$ cat src/rtl/trace_pkg.sv
// Shared types for the issue trace buffer: FSM state encoding and the trace entry layout.
package trace_pkg;

  localparam int unsigned TsWidth  = 16;
  localparam int unsigned DefLanes = 2;
  localparam int unsigned DefXlen  = 32;

  typedef enum logic [1:0] {
    StIdle      = 2'd0,
    StArmed     = 2'd1,
    StTriggered = 2'd2,
    StDone      = 2'd3
  } trace_state_t;

  // Field order of one entry at the default geometry; the buffer keeps each field in its own array.
  typedef struct packed {
    logic [DefLanes-1:0]         mask;
    logic [DefLanes*DefXlen-1:0] ins;
    logic [DefLanes*DefXlen-1:0] result;
    logic [TsWidth-1:0]          ts;
  } trace_entry_t;

endpackage

$ cat src/rtl/trace_trig_cmp.sv
// Per-lane masked trigger compare: hit[l] when lane l's instruction matches under the mask.
module trace_trig_cmp #(
  parameter int unsigned LANES = 2,
  parameter int unsigned XLEN  = 32
) (
  input  logic [LANES*XLEN-1:0] ins,
  input  logic [XLEN-1:0]       match,
  input  logic [XLEN-1:0]       mask,
  output logic [LANES-1:0]      hit
);

  always_comb begin
    hit = '0;
    for (int unsigned l = 0; l < LANES; l++) begin
      hit[l] = (ins[l*XLEN +: XLEN] & mask) == (match & mask);
    end
  end

endmodule

$ cat src/rtl/issue_trace_buf.sv
// Issue-lane trace buffer with arm/trigger/post-capture FSM and show-ahead read-out.
// Optional macro TRACE_TIMESTAMP_EN adds a 16-bit cycle timestamp to every entry.
module issue_trace_buf
  import trace_pkg::*;
#(
  parameter int unsigned LANES = 2,
  parameter int unsigned DEPTH = 16,
  parameter int unsigned XLEN  = 32
) (
  input  logic                       clk,
  input  logic                       rst_pin,
  input  logic                       arm,
  input  logic                       disarm,
  input  logic [XLEN-1:0]            trig_match,
  input  logic [XLEN-1:0]            trig_mask,
  input  logic [$clog2(DEPTH):0]     post_count,
  input  logic [LANES-1:0]           lane_valid,
  input  logic [LANES-1:0]           lane_freeze,
  input  logic [LANES*XLEN-1:0]      lane_ins,
  input  logic [LANES*XLEN-1:0]      lane_result,
  input  logic                       rd_en,
  output logic                       rd_valid,
  output logic [LANES-1:0]           rd_mask,
  output logic [LANES*XLEN-1:0]      rd_ins,
  output logic [LANES*XLEN-1:0]      rd_result,
  output logic [TsWidth-1:0]         rd_ts,
  output logic [$clog2(DEPTH):0]     count,
  output logic [1:0]                 state,
  output logic                       overflow
);

  localparam int unsigned AW = $clog2(DEPTH);
  localparam int unsigned CW = AW + 1;
  localparam logic [AW-1:0] PtrOne = AW'(1);
  localparam logic [CW-1:0] CntOne = CW'(1);
  localparam logic [CW-1:0] CntFull = CW'(DEPTH);

  trace_state_t   state_q, state_d;
  logic [AW-1:0]  wptr_q, rptr_q;
  logic [CW-1:0]  count_q;
  logic [CW-1:0]  remaining_q, remaining_d;
  logic           overflow_q;

  logic [LANES-1:0]      cap_mask;
  logic [LANES-1:0]      hit;
  logic                  capturing, trig, do_pop, do_clear;
  logic [LANES*XLEN-1:0] wr_ins, wr_result;

  logic [LANES-1:0]      mask_mem   [DEPTH];
  logic [LANES*XLEN-1:0] ins_mem    [DEPTH];
  logic [LANES*XLEN-1:0] result_mem [DEPTH];

  trace_trig_cmp #(
    .LANES (LANES),
    .XLEN  (XLEN)
  ) u_trig_cmp (
    .ins   (lane_ins),
    .match (trig_match),
    .mask  (trig_mask),
    .hit   (hit)
  );

  always_comb begin
    cap_mask  = lane_valid & ~lane_freeze;
    capturing = ((state_q == StArmed) || (state_q == StTriggered)) && (|cap_mask);
    trig      = (state_q == StArmed) && capturing && (|(hit & cap_mask));
    rd_valid  = (count_q != '0) && ((state_q == StIdle) || (state_q == StDone));
    do_pop    = rd_en && rd_valid;
    do_clear  = !disarm && arm && ((state_q == StIdle) || (state_q == StDone));
  end

  // Lanes that did not issue are stored as zero so read-out never shows stale lane data.
  always_comb begin
    wr_ins    = '0;
    wr_result = '0;
    for (int unsigned l = 0; l < LANES; l++) begin
      if (cap_mask[l]) begin
        wr_ins[l*XLEN +: XLEN]    = lane_ins[l*XLEN +: XLEN];
        wr_result[l*XLEN +: XLEN] = lane_result[l*XLEN +: XLEN];
      end
    end
  end

  always_comb begin
    state_d     = state_q;
    remaining_d = remaining_q;
    if (disarm) begin
      state_d = StIdle;
    end else begin
      case (state_q)
        StIdle, StDone: begin
          if (arm) state_d = StArmed;
        end
        StArmed: begin
          if (trig) begin
            remaining_d = post_count;
            state_d     = (post_count == '0) ? StDone : StTriggered;
          end
        end
        StTriggered: begin
          if (capturing) begin
            remaining_d = remaining_q - CntOne;
            if (remaining_q == CntOne) state_d = StDone;
          end
        end
      endcase
    end
  end

  always_ff @(posedge clk or negedge rst_pin) begin
    if (!rst_pin) begin
      state_q     <= StIdle;
      remaining_q <= '0;
      wptr_q      <= '0;
      rptr_q      <= '0;
      count_q     <= '0;
      overflow_q  <= 1'b0;
    end else begin
      state_q     <= state_d;
      remaining_q <= remaining_d;
      if (do_clear) begin
        wptr_q     <= '0;
        rptr_q     <= '0;
        count_q    <= '0;
        overflow_q <= 1'b0;
      end else if (capturing) begin
        wptr_q <= wptr_q + PtrOne;
        // A full buffer drops its oldest entry to make room.
        if (count_q == CntFull) begin
          rptr_q     <= rptr_q + PtrOne;
          overflow_q <= 1'b1;
        end else begin
          count_q <= count_q + CntOne;
        end
      end else if (do_pop) begin
        rptr_q  <= rptr_q + PtrOne;
        count_q <= count_q - CntOne;
      end
    end
  end

  always_ff @(posedge clk) begin
    if (capturing) begin
      mask_mem[wptr_q]   <= cap_mask;
      ins_mem[wptr_q]    <= wr_ins;
      result_mem[wptr_q] <= wr_result;
    end
  end

`ifdef TRACE_TIMESTAMP_EN
  logic [TsWidth-1:0] ts_q;
  logic [TsWidth-1:0] ts_mem [DEPTH];

  always_ff @(posedge clk or negedge rst_pin) begin
    if (!rst_pin) begin
      ts_q <= '0;
    end else if (do_clear) begin
      ts_q <= '0;
    end else begin
      ts_q <= ts_q + TsWidth'(1);
    end
  end

  always_ff @(posedge clk) begin
    if (capturing) ts_mem[wptr_q] <= ts_q;
  end

  assign rd_ts = ts_mem[rptr_q];
`else
  assign rd_ts = '0;
`endif

  assign rd_mask   = mask_mem[rptr_q];
  assign rd_ins    = ins_mem[rptr_q];
  assign rd_result = result_mem[rptr_q];
  assign count     = count_q;
  assign state     = state_q;
  assign overflow  = overflow_q;

endmodule

$ cat config.mk
export PLATFORM = sky130hd
export DESIGN_NAME = issue_trace_buf
export DESIGN_NICKNAME = d
export VERILOG_FILES = /design/src/rtl/trace_pkg.sv /design/src/rtl/trace_trig_cmp.sv /design/src/rtl/issue_trace_buf.sv
export SDC_FILE = /design/constraint.sdc
export NUM_CORES = 2
export LEC_CHECK = 0
export BUFFER_PORTS_ARGS = -buffer_cell sky130_fd_sc_hd__buf_4
export CORE_ASPECT_RATIO = 0.9
export CORE_MARGIN = 1
export CORE_UTILIZATION = 55
export DETAILED_ROUTE_END_ITERATION = 8
export GPL_TIMING_DRIVEN = 1
export PLACE_DENSITY = 0.79
export SLEW_MARGIN = 0
export SYNTH_ARGS = -nofsm -noshare
export SYNTH_HDL_FRONTEND = slang
export SYNTH_SLANG_ARGS = --single-unit
export TNS_END_PERCENT = 1
$ cat constraint.sdc
create_clock -name clk -period 10.9 [get_ports clk]
set_input_delay 1.09 -clock clk [delete_from_list [all_inputs] [get_ports clk]]
set_output_delay 1.09 -clock clk [all_outputs]
set_load 0.005 [all_outputs]
==> reports/qor.yml <==
outcome: "complete, no violations"
period_share: 0.552
final_cell_mix: "edfxtp_1 (2080), buf_4 (392), mux2i_1 (388)"
slew_viol_final: 0
viasPerCell: 6.49
synth_cell_types: 58
fin_util: 0.630
synth_seq_cells: 2101
crit_chain: "buf_4 > nand2_2 > buf_4 > o21ai_0 > a21oi_1 > a22oi_1 > nand2_1 > buf_4"
synth_warnings: 0
drive_gt1_frac: 0.227
ant_nets: 0
numPortBuffers: 344
yosysSeqAreaShare: 0.762
ctsHoldBuffers: 0
vias: 44400
path_common_cell: "buf_4"
routabilityCongestion: 0.917
gr-usage-all-layers: 0.271
die_x_um: 411
met1_usage: 0.370
met3_usage: 0.0412
top_usage_layer: "met2"
hpwl_mm: 109
antenna_found_initial: 8
clk_pin_slew_ns: 0.06
multi_input_area_um2: 18700
clk_latency_ns: 0.82
syn2layout_area_growth_pct: 13.3
cp.buffers_inverters: 3
cts_resized: 0
seq_area_um2: 63000
wl_mm: 207
layout_commonest_cell: "edfxtp_1"
path_delay_family: "buffers and inverters"
rsz0062_at_grt: "false"
grt_pass1_wl_mm: 298
grt_max_degree: 144
leakage_nw: 31.5
tns_ns: 0
worst_pin_slew_ns: 1.15
postCtsSetupBuffers: 0
clock_path_buffers: 3
drv_cap: 0
initialDrtViolationCount: 5526
fill_cells: 9870
powerDensity_nw_per_um2: 239
syn_inst: 4344
fin_crit_ns: 6.02
skew_ns: 0.0236
tritoncts: "done"
crit_slowest_cell: "dfrtp_4"
cts_max_level: 4
crit_arrival_ns: 4.93
wire_per_inst_um: 30.2
peakVddDrop_mv: 0.263
numPlacedInstances: 6485
drt-pass1-iter-count: 6
hold_viol: 0
finalSetupViolations: 0
synthArstFlopShare: 0.0100
syn-cell-area_um2: 82700
setup.worst_path.end_class: "output port"
use_met2: 0.448
path_class: "reg2out"
fmax_mhz: 166
fp-row-count: 134
maxSlewHeadroom: 0.234
core_area_um2: 149000
startpoint_type: "register"
cts_buffers: 197
route.detailed.drc: 0
grt_pass1_vias: 45000
clock-root-buffer: "clkbuf_16"
layoutNonFillerInstCount: 6851
dieHeight_um: 370
synth-main-ff-cell: "edfxtp_1"
num-nets-final: 4931
ios: 361
avgSynthCellArea_um2: 19.0
cpPeakStageDelay_ns: 0.89
worstPathRequired_ns: 9.81
gr-total-overflow: 0
synth_edf_count: 2080
die_area_um2: 152000
cts_num_sinks: 2101
rrSetupSlack_ns: 6.73
start_util: 0.556
cp_max_fo: 55
worstHoldPathType: "in2async"
==> worst reg2reg max path, cell delays in order, from the launching register on <==
cell     delay [ns]
dfrtp_1        0.38
inv_1          0.08
ha_1           0.42
nor2_4         0.29
inv_2          0.17
nor3_1         0.43
and2_4         0.64
buf_4          0.60
buf_4          0.74
==> power by group <==
part / total, mW / internal, mW / switching, mW
logic: 6.28 / 2.77 / 3.52
clock network: 6.75 / 3.82 / 2.92
registers: 9.33 / 9.12 / 0.212
==> worst paths after layout <==
path	start	to	depth (start not counted)
min reg2reg	overflow	overflow	2
max reg2reg	state[0]	result_mem[0][51]	8
min in group clk	disarm	state[0]	2
max	rptr_q[2]	rd_result[6]	8
max in group asynchronous	rst_pin	rptr_q[3]	1
min	rst_pin	remaining_q[2]	1
==> metrics by stage <==
stage | cell area [um2] | hold WS, ns | setup WS, ns | power (mW)
2_1_floorplan | 82800 | 0.488 | 5.38 | 13.4
3_3_place_gp | 87400 | 0.511 | 5.79 | 15.7
3_5_place_dp | 87400 | 0.532 | 5.71 | 15.8
4_1_cts | 93700 | 0.120 | 4.81 | 22.5
5_1_grt | 93700 | 0.146 | 4.72 | 23.2
6_report | 93700 | 0.160 | 4.88 | 22.4
==> synthesized netlist by cell type (all sizes together), types with 4 or more instances <==
master	n	area, um2
mux4	263	5920
nand2	184	691
nor3	4	25.0
dfrtp	21	526
clkbuf	140	526
nand3b	40	300
inv	14	52.6
nand4	4	25.0
nand3	4	20.0
ha	12	150
o21ai	281	1410
o2111ai	5	43.8
a22oi	136	1020
nor2b	7	43.8
o22ai	11	68.8
mux2	130	1460
a221oi	129	1130
nor2	21	88.8
edfxtp	2080	62500
mux2i	388	3880
and2	145	907
o31ai	6	50.1
buf	110	587
nor4	10	77.6
xor2	26	228
a21oi	135	676
==> flip-flops by register name, indices dropped and copies added (netlist names) <==
signal / flops
count: 5
overflow: 1
ins_mem: 1024
wptr_q: 4
rptr_q: 4
state: 2
mask_mem: 32
result_mem: 1024
remaining_q: 5
==> kinds of logic (layout without fill, tap and decap cells) <==
group / after synthesis / in the layout / synth area share
AO/OA/AOI/OAI: 722 / 722 / 0.0552
XOR/XNOR: 29 / 29 / 0.00307
adder cells (fa/ha/maj): 13 / 13 / 0.00206
buffers and inverters: 264 / 781 / 0.0141
flip-flops: 2101 / 2101 / 0.762
multiplexers: 781 / 781 / 0.136
other: 1 / 19 / 0.0000453
AND/OR/NAND/NOR: 433 / 433 / 0.0276
==> layer usage <==
metal	share of wire	vias up
met5	0	-
met3	0.093	423
met2	0.50	2659
met1	0.38	22900
li1	-	18500
met4	0.031	0
==> layout make-up <==
cell class,count,area share
flip-flops and latches,2101,0.672
clock buffers,240,0.0552
inverters,14,0.000561
clock inverters,123,0.0123
repair buffers,404,0.0340
well taps,1972,0.0263
diodes,3,0.0000801
multi-input cells,1994,0.199
Note: power is estimated with default switching activity, not from simulation.
